### config.mk
export PLATFORM = sky130hd
export DESIGN_NAME = mod_n_counter
export DESIGN_NICKNAME = d
export VERILOG_FILES = /design/src/rtl/mod_n_counter.sv
export SDC_FILE = /design/constraint.sdc
export NUM_CORES = 1
export LEC_CHECK = 0
export ABC_AREA = 1
export CAP_MARGIN = 20
export CORE_AREA = 2 2 39 41
export CTS_CLUSTER_DIAMETER = 50
export CTS_CLUSTER_SIZE = 28
export DETAILED_ROUTE_END_ITERATION = 8
export DIE_AREA = 0 0 41 43
export PLACE_DENSITY = 0.46
export SLEW_MARGIN = 20
export SYNTH_ARGS = -nofsm -noshare
export SYNTH_HDL_FRONTEND = slang
export SYNTH_SLANG_ARGS = --single-unit
### constraint.sdc
create_clock -name clk -period 2.8 [get_ports clk]
set_input_delay 0.42 -clock clk [delete_from_list [all_inputs] [get_ports clk]]
set_output_delay 0.42 -clock clk [all_outputs]
set_load 0.01 [all_outputs]
### src/rtl/mod_n_counter.sv
// ---------------------------------------------------------------------------
// mod_n_counter
//
// Free-running modulo-N up/down counter. The count moves by one on every
// rising clock edge. The direction is chosen on each edge by up_down. The
// count wraps within 0..N-1. The terminal-count flag tc goes high when the
// next step wraps. This lets several counters be cascaded.
//
// Parameters
//   N : modulus; count ranges over 0..N-1 (N >= 2)
//   W : width of count; 2**W must be >= N
//
// Ports
//   clk     : rising-edge clock, the only clock
//   reset   : synchronous active-low reset (0 clears count on the edge)
//   up_down : 1 = count up, 0 = count down; sampled on every edge
//   count   : registered count value, W bits
//   tc      : combinational terminal count; 1 when the next step wraps
// ---------------------------------------------------------------------------
module mod_n_counter #(
    parameter int N = 10,
    parameter int W = 4
) (
    input  logic         clk,
    input  logic         reset,
    input  logic         up_down,
    output logic [W-1:0] count,
    output logic         tc
);

    // Reject impossible configurations during elaboration. The width check
    // is done at 64 bits, so a large W cannot overflow the shift.
    generate
        if (N < 2) begin : g_bad_modulus
            $fatal(1, "mod_n_counter: N (%0d) must be at least 2", N);
        end
        if ((64'd1 << W) < 64'(N)) begin : g_bad_width
            $fatal(1, "mod_n_counter: W (%0d) too narrow for N (%0d)", W, N);
        end
    endgenerate

    // The wrap points are explicit constants. The count therefore wraps at
    // N-1 instead of at the natural binary overflow, which matters whenever
    // N is not a power of two.
    localparam logic [W-1:0] LP_MAX = W'(N - 1);
    localparam logic [W-1:0] LP_MIN = '0;
    localparam logic [W-1:0] LP_ONE = W'(1);

    logic [W-1:0] r_count;
    logic [W-1:0] w_count_next;
    logic         w_at_max;
    logic         w_at_min;

    assign w_at_max = (r_count == LP_MAX);
    assign w_at_min = (r_count == LP_MIN);

    // Next-state selection. Direction is taken directly from this cycle's
    // up_down, so a reversal takes effect on the very next edge. No value is
    // repeated or skipped.
    always_comb begin
        w_count_next = r_count;
        if (up_down) begin
            w_count_next = w_at_max ? LP_MIN : (r_count + LP_ONE);
        end else begin
            w_count_next = w_at_min ? LP_MAX : (r_count - LP_ONE);
        end
    end

    // Count register. Reset has priority over counting, whatever up_down is.
    always_ff @(posedge clk) begin
        if (!reset) begin
            r_count <= '0;
        end else begin
            r_count <= w_count_next;
        end
    end

    assign count = r_count;

    // tc looks one step ahead: it is high when the coming edge wraps in the
    // currently selected direction.
    assign tc = (up_down & w_at_max) | (~up_down & w_at_min);

endmodule

* Word-level counts from Yosys, hierarchy flattened
Cells that the tools add are included. Widths: inputs -> output; s select.
Word-level totals: logic and storage cells 12, output and inout bits 5, flip-flop bits (word level) 4, input bits 3
Operators by class: $add $sub $neg 2, multiplexer cells 3, eq/ne operators 1, bitwise operators 4, reduce and logical (&&, ||, !) cells 1
Operators with widths (number):
- $mux 4 | 3
- $add 4x1->4 const B | 1
- $eq 4x4->1 const B | 1
- $logic_not 4->1 | 1
- $sub 4x1->4 const B | 1
- $and 1x1->1 | 2
- $not 1->1 | 1
- $or 1x1->1 | 1

* Depth between registers and ports, before layout
Gate-level depths: netlist (run 1).
depth after elaboration 3, mapped depth 6, gate-level depth less buffers 6

* Worst setup path before layout (run 1)
OpenSTA, ideal clock, no wires.
kind register -> output, from register r_count[0], in the netlist count[0], to output port tc, data arrival time 951 ps, buffers on the path 0, stages on the path, launching flop included 5, setup slack 1429 ps, required time 2380 ps, cells stage by stage dfxtp_1 -> nand2_1 -> nor2_2 -> nor2_4 -> a21oi_1
On the way: cells in the longest elaborated chain, start to end 3, elaborated cells on any way between the ends 5, classes of those cells eq/ne: 1; bitwise: 3; reduce/logical: 1
Ends and longest elaborated chain:
- start: declaration | line 49 | logic [W-1:0] r_count;
- start signal: assignment | line 74 | r_count <= w_count_next;
- $eq 4x4->1 / $logic_not 4->1 (equally long branches) | line 54, 55
- $and 1x1->1 | line 82 | assign tc = (up_down & w_at_max) | (~up_down & w_at_min);
- $or 1x1->1 (*) | line 82
- end: declaration | line 28 | output logic tc
Every way passes the cells marked *; elsewhere a longest branch is shown, timed or not.

* Worst setup path in the final report (run 1)
from input port up_down, to output port tc
On the way: cells in the longest elaborated chain, start to end 3, elaborated cells on any way between the ends 4, classes of those cells bitwise: 4
Ends and longest elaborated chain:
- start: declaration | line 26 | input logic up_down,
- $not 1->1 | line 82
- $and 1x1->1 | line 82
- $or 1x1->1 (*) | line 82
Marks and branches as above.

==> reports/qor.yml, run 1 <==
sta:
  tightest_slew_ns: 0.3218
  skew_ns: 0.001575
  tns_ns: 0
  whs_ns: 0.5491
  drv_slew: 0
  rsz0062_at_grt: "false"
  fmax_mhz: 457.8
  maxSlewHeadroom: 0.7851
  fin_crit_ns: 2.184
  finalSetupViolations: 0
  min_period_over_period: 0.7801
  hold_violations: 0
floorplanning:
  die_y_um: 43
  core_um2: 1384
  fp.dieW_um: 41
  row_count: 14
  die_area_um2: 1763
  ios: 8
  initial_utilization: 0.1872
synth:
  synth_top_family_by_area: "simple AND/OR/NAND/NOR gates"
  yosys.area.top_type: "dfxtp_1"
  synth_area_um2: 259.0
  synth_seq_area_share: 0.3092
  ys_types: 14
  synth_common_cells: "13 x nand2_1, 4 x dfxtp_1, 4 x inv_1"
  synth_compound_area_frac: 0.1691
  syn_nets: 43
  avgSynthCellArea_um2: 6.475
  yosysWarningCount: 0
  yosys.area_share.simple: 0.4348
  synthXorXnorAreaFrac: 0
  async_flop_share: 0
  synth-edff-count: 0
  ys_top_cells_by_area: "dfxtp_1 31%, nand2_1 19%, nor2_4 8.7%, a21oi_1 5.8%, nand3_1 5.8%"
  synthMuxAreaShare: 0
  yosys.area_share.adder: 0
  synth_top_area_frac: 0.3092
  ys_ff_latch: 4
  yosysMostFrequentCell: "nand2_1"
  ys.flop_type: "dfxtp_1"
  postSynthCellCount: 40
power:
  powerDensity_nw_per_um2: 519.8
  vdd_drop_max_v: 0.0001807
  total_power_mw: 0.1932
  p_leak_nw: 0.1650
setup_path:
  worst-path-stages: 5
  cp_top_family: "buffers and inverters"
  cp_common_cell: "clkdlybuf4s50_1"
  required_ns: 2.38
  crit_path_max_incr_delay_ns: 0.55
  reg2regPathDepth: 5
  worst-path-max-fanout: 5
  crit_slowest_cell: "clkdlybuf4s50_1"
  critical_path.endpoint_type: "output port"
  path_buf_inv: 3
  cp-start-kind: "primary input"
  crit_arrival_ns: 1.76
  worstSetupPathType: "in2out"
  path_cells: "clkdlybuf4s50_1, inv_1, nor2_4, a21oi_1, clkdlybuf4s50_1"
grt:
  grt_antenna_before_repair: 0
  grt_overflow_total: 0
  grt_pass1_vias: 241
  grt_max_degree: 8
  grt_pass1_wl_um: 876
  track_usage: 0.07816
routing:
  drt_pass1_iterations: 1
  wire_per_inst_um: 8.515
  routed_via_density: 4.091
  drtIter0Drc: 0
  num_vias: 270
  antenna_left: 0
  drc_errors: 0
  totalWireLength_um: 562
clocking:
  htree_levels: 1
  clockBufferDepth: 2
  cts.repair.resized: 0
  cts_tree: "yes"
  holdBufCountCts: 0
  numCtsBuffers: 3
  root_buffer: "clkbuf_4"
  cts.sinks: 4
  post_cts_buffers: 0
  insertion_delay_ns: 0.23
  clk_pin_slew_ns: 0.03
layout:
  largest_reg_flops: 4
  area_delta_synth_final_pct: 43.48
  antenna_cells: 0
  drive_gt1_frac: 0.2000
  final_nets: 55
  final_area_um2: 371.6
hold_path:
  holdPathStages: 1
  min_path_type: "reg2reg"
place:
  port_buffers: 7
  hpwlAfterDp_um: 466.9
  place_congestion: 0.6954
  dpl_cell_area_um2: 349.1
flow_run:
  maxCapViolCount: 0
run_status:
  outcome: "finished, final reports clean"
==> cell type report <==
cell class	instances	area, um2
fillers	164	1012
flip-flops and latches	4	80.08
multi-input cells	30	156.4
inverters	6	22.52
clock buffers	3	22.52
well taps	16	20.02
repair buffers	7	70.07
==> where the power goes <==
| part | internal (mW) | switching [mW] | total, mW | leakage, nW |
|---|---|---|---|---|
| clock network | 0.0476 | 0.0195 | 0.0671 | 0.0138 |
| logic | 0.0269 | 0.0261 | 0.0531 | 0.118 |
| registers | 0.0626 | 0.0104 | 0.0730 | 0.0330 |
==> final timing paths <==
path / start / slack [ns] / to
setup / recovery: up_down / 0.62 / tc
hold / removal: count[0]$_SDFF_PN0_ / 0.55 / count[0]$_SDFF_PN0_
setup reg to reg: count[1]$_SDFF_PN0_ / 1.76 / count[1]$_SDFF_PN0_
hold reg to reg: count[0]$_SDFF_PN0_ / 0.55 / count[0]$_SDFF_PN0_
==> worst register-to-register path, stage by stage, from the launching register on <==
cell and delay (ns):
dfxtp_1 0.50, nand2_1 0.14, inv_1 0.07, nor2_1 0.04
o211ai_1 0.08, a21oi_1 0.09
==> routing by layer <==
metal,vias to the layer above,share of wire,track usage
met2,5,0.46,0.1094
met1,113,0.48,0.07987
li1,150,-,-
met5,-,0,0
met3,2,0.041,0.01571
met4,0,0.018,0.1000
==> placed cells by master, fill, tap and decap left out, drive strengths merged <==
master          n
nand4           1
o21ai           1
nand2          14
inv             6
nor2            5
dfxtp           4
a21oi           4
nand3           3
o211ai          2
clkdlybuf4s50   7
clkbuf          3
==> through the flow <==
step,utilization,worst slack [ns],cells
after floorplan,-,1.429,40
after global placement,0.2523,0.5973,63
after detailed placement,0.2523,0.6192,63
after CTS,0.2685,0.6133,66
after global routing,0.2685,0.5513,66
final,0.2685,0.6156,66
==> cells by family (layout without fill, tap and decap cells) <==
family / after synthesis / after routing
and+or+nand+nor: 23 / 23
DFF: 4 / 4
AOI/OAI and AO/OA: 7 / 7
buffers and inverters: 6 / 16
Note: power is estimated with default switching activity, not from simulation.
==> run 2, diff against run 1 <==
--- a/config.mk
+++ b/config.mk
@@ -12,7 +12,7 @@
 export CTS_CLUSTER_SIZE = 28
 export DETAILED_ROUTE_END_ITERATION = 8
 export DIE_AREA = 0 0 41 43
-export PLACE_DENSITY = 0.46
+export PLACE_DENSITY = 0.47
 export SLEW_MARGIN = 20
 export SYNTH_ARGS = -nofsm -noshare
 export SYNTH_HDL_FRONTEND = slang
==> constraint.sdc (replaced) <==
create_clock -name clk -period 1.8 [get_ports clk]
set_input_delay 0.27 -clock clk [delete_from_list [all_inputs] [get_ports clk]]
set_output_delay 0.27 -clock clk [all_outputs]
set_load 0.01 [all_outputs]
==> reports/qor.yml, run 2 (synthesis gave the netlist of run 1 again) <==
clocking:
  htree_levels: 1  # unchanged
  clk_pin_slew_ns: 0.03  # about the same
  holdBufCountCts: 0  # unchanged
  post_cts_buffers: 0  # unchanged
  cts_tree: "yes"
  cts.sinks: 4  # unchanged
  insertion_delay_ns: 0.23  # about the same
  root_buffer: "clkbuf_4"
  numCtsBuffers: 3  # unchanged
  clockBufferDepth: 2  # unchanged
power:
  p_int_mw: 0.2235  # +63%
  vdd_drop_max_v: 0.0002545  # +41%
  p_clk_frac: 0.347  # about the same
  powerDensity_nw_per_um2: 778.1  # +50%
  total_power_mw: 0.3183  # +65%
  pwr-share-comb: 0.307  # +0.032
  p_seq_frac: 0.346  # -0.032
  p_leak_nw: 0.1923  # +17%
  p_switching_mw: 0.09486  # +69%
  switching_share: 0.2980  # +0.008165
floorplanning:
  fp.dieW_um: 41  # unchanged
  ios: 8  # unchanged
  core_um2: 1384  # unchanged
  die_area_um2: 1763  # unchanged
  row_count: 14  # unchanged
  die_y_um: 43  # unchanged
  initial_utilization: 0.1872  # unchanged
routing:
  routed_via_density: 4.042  # -1.2%
  drc_errors: 0  # unchanged
  antenna_left: 0  # unchanged
  drt_pass1_iterations: 2  # +1
  totalWireLength_um: 602  # +7.1%
  num_vias: 287  # +6.3%
  wire_per_inst_um: 8.479  # -0.43%
  drtIter0Drc: 1  # +1
layout:
  area_delta_synth_final_pct: 57.97
  fin_util: 0.2957  # +0.02712
  drive_gt1_frac: 0.2909  # +0.09091
  largest_reg_flops: 4  # unchanged
  fill_cells: 158  # -3.7%
  layout.cells.most_common: "nand2_1"
  antenna_cells: 0  # unchanged
  layout_common_cells: "13 x nand2_1, 6 x clkdlybuf4s50_1, 5 x buf_4, 4 x inv_1"
  final_nets: 60  # +9.1%
  final_area_um2: 409.1  # +10%
setup_path:
  worst-path-stages: 1  # -4
  critical_path.endpoint_type: "output port"
  cp-start-kind: "flip-flop"
  crit_arrival_ns: 1.31  # -0.45 ns
  path_buf_inv: 1  # -2
  path_cells: "clkdlybuf4s50_1"
  reg2reg_slack_ns: 0.73  # -1.03 ns
  crit_path_max_incr_delay_ns: 0.60  # +0.05 ns
  crit_slowest_cell: "clkdlybuf4s50_1"
  critPathLaunch: "count[1]$_SDFF_PN0_"
  worstSetupPathType: "reg2out"
  crit-reg2reg-launch: "count[1]$_SDFF_PN0_"
  worst-path-max-fanout: 7  # +2
  reg2regPathDepth: 5  # unchanged
  required_ns: 1.53  # -0.85 ns
  cp_top_family: "buffers and inverters"
  r2r-end: "count[1]$_SDFF_PN0_"
sta:
  min_period_over_period: 0.8780
  fmax_mhz: 632.7
  hold_violations: 0  # unchanged
  finalSetupViolations: 0  # unchanged
  tns_ns: 0  # unchanged
  maxSlewHeadroom: 0.7981  # +0.01300
  rsz0062_at_grt: "false"
  skew_ns: 0.006384  # +0.004809 ns
  fin_crit_ns: 1.580
  tightest_slew_ns: 0.3024  # -0.01948 ns
  drv_slew: 0  # unchanged
  whs_ns: 0.5011  # -0.04799 ns
hold_path:
  holdPathStages: 1  # unchanged
  worstHoldStart: "count[0]$_SDFF_PN0_"
  hold_path_end: "count[0]$_SDFF_PN0_"
  min_path_type: "reg2reg"
grt:
  grt_overflow_total: 0  # unchanged
  grt_pass1_wl_um: 1007  # +15%
  met1_usage: 0.09904  # +0.01917
  grt_use_met2: 0.1188  # +0.009375
  grt_max_degree: 8  # unchanged
  met3_usage: 0.03141  # +0.01571
  grt_antenna_before_repair: 0  # unchanged
  top_usage_layer: "met4"
  grt_pass1_vias: 261  # +8.3%
  track_usage: 0.09319  # +0.01503
place:
  hpwlAfterDp_um: 496.7  # +6.4%
  dpl_cell_area_um2: 386.6  # +11%
  port_buffers: 7  # unchanged
  place_congestion: 0.6975  # +0.30%
run_status:
  outcome: "finished, final reports clean"
flow_run:
  maxCapViolCount: 0  # unchanged
==> run 2: changes by cell type in the layout (fill, tap and decap cells not counted) <==
cell | before | now
dlygate4sd2_1 | 0 | 1
buf_4 | 0 | 5
dfxtp_1 | 4 | 3
clkdlybuf4s50_1 | 7 | 6
dfxtp_2 | 0 | 1
==> run 2: how the worst max path moves through the flow <==
stage	to	slack [ns]
3_3_place_gp	tc	-0.02
5_1_grt	tc	0.13
3_5_place_dp	tc	-0.04
4_1_cts	count[1]	0.20
6_report	count[1]	0.22
2_1_floorplan	tc	0.58
==> run 2: area by class of cell <==
| class | instances | area, um2 | area share |
|---|---|---|---|
| Tap cell | 16 | 20.02 | 0.04893 |
| Clock buffer | 3 | 22.52 | 0.05505 |
| Multi-Input combinational cell | 30 | 156.4 | 0.3823 |
| Sequential cell | 4 | 81.33 | 0.1988 |
| Inverter | 6 | 22.52 | 0.05505 |
| Timing Repair Buffer | 12 | 106.4 | 0.2599 |
==> run 2: timing repair <==
| item | CTS | global route |
|---|---|---|
| endpoints found under the setup margin | 1 | 0 |
| resized for setup | 2 | 0 |
| hold endpoints to repair | 0 | 0 |
==> run 2: power groups by stage <==
| stage | clock network, mW | logic, mW | registers [mW] |
|---|---|---|---|
| after floorplan | 0 | 0.0480 | 0.116 |
| after global placement | 0 | 0.102 | 0.112 |
| after detailed placement | 0 | 0.101 | 0.111 |
| after CTS | 0.116 | 0.0988 | 0.110 |
| after global routing | 0.124 | 0.109 | 0.112 |
| final | 0.110 | 0.0976 | 0.110 |
==> run 2: per-stage QoR <==
| step | setup slack [ns] | std cells |
|---|---|---|
| floorplan | 0.5791 | 40 |
| global placement | -0.02464 | 68 |
| detailed placement | -0.04116 | 68 |
| CTS | 0.1964 | 71 |
| global route | 0.1320 | 71 |
| finish | 0.2196 | 71 |
==> run 2: routing by layer <==
layer / share of wire / wire, um / vias up
met5: 0 / 0 / -
met4: 0.015 / 9 / 0
met3: 0.030 / 18 / 2
met2: 0.52 / 311 / 3
met1: 0.44 / 262 / 121
li1: - / - / 161
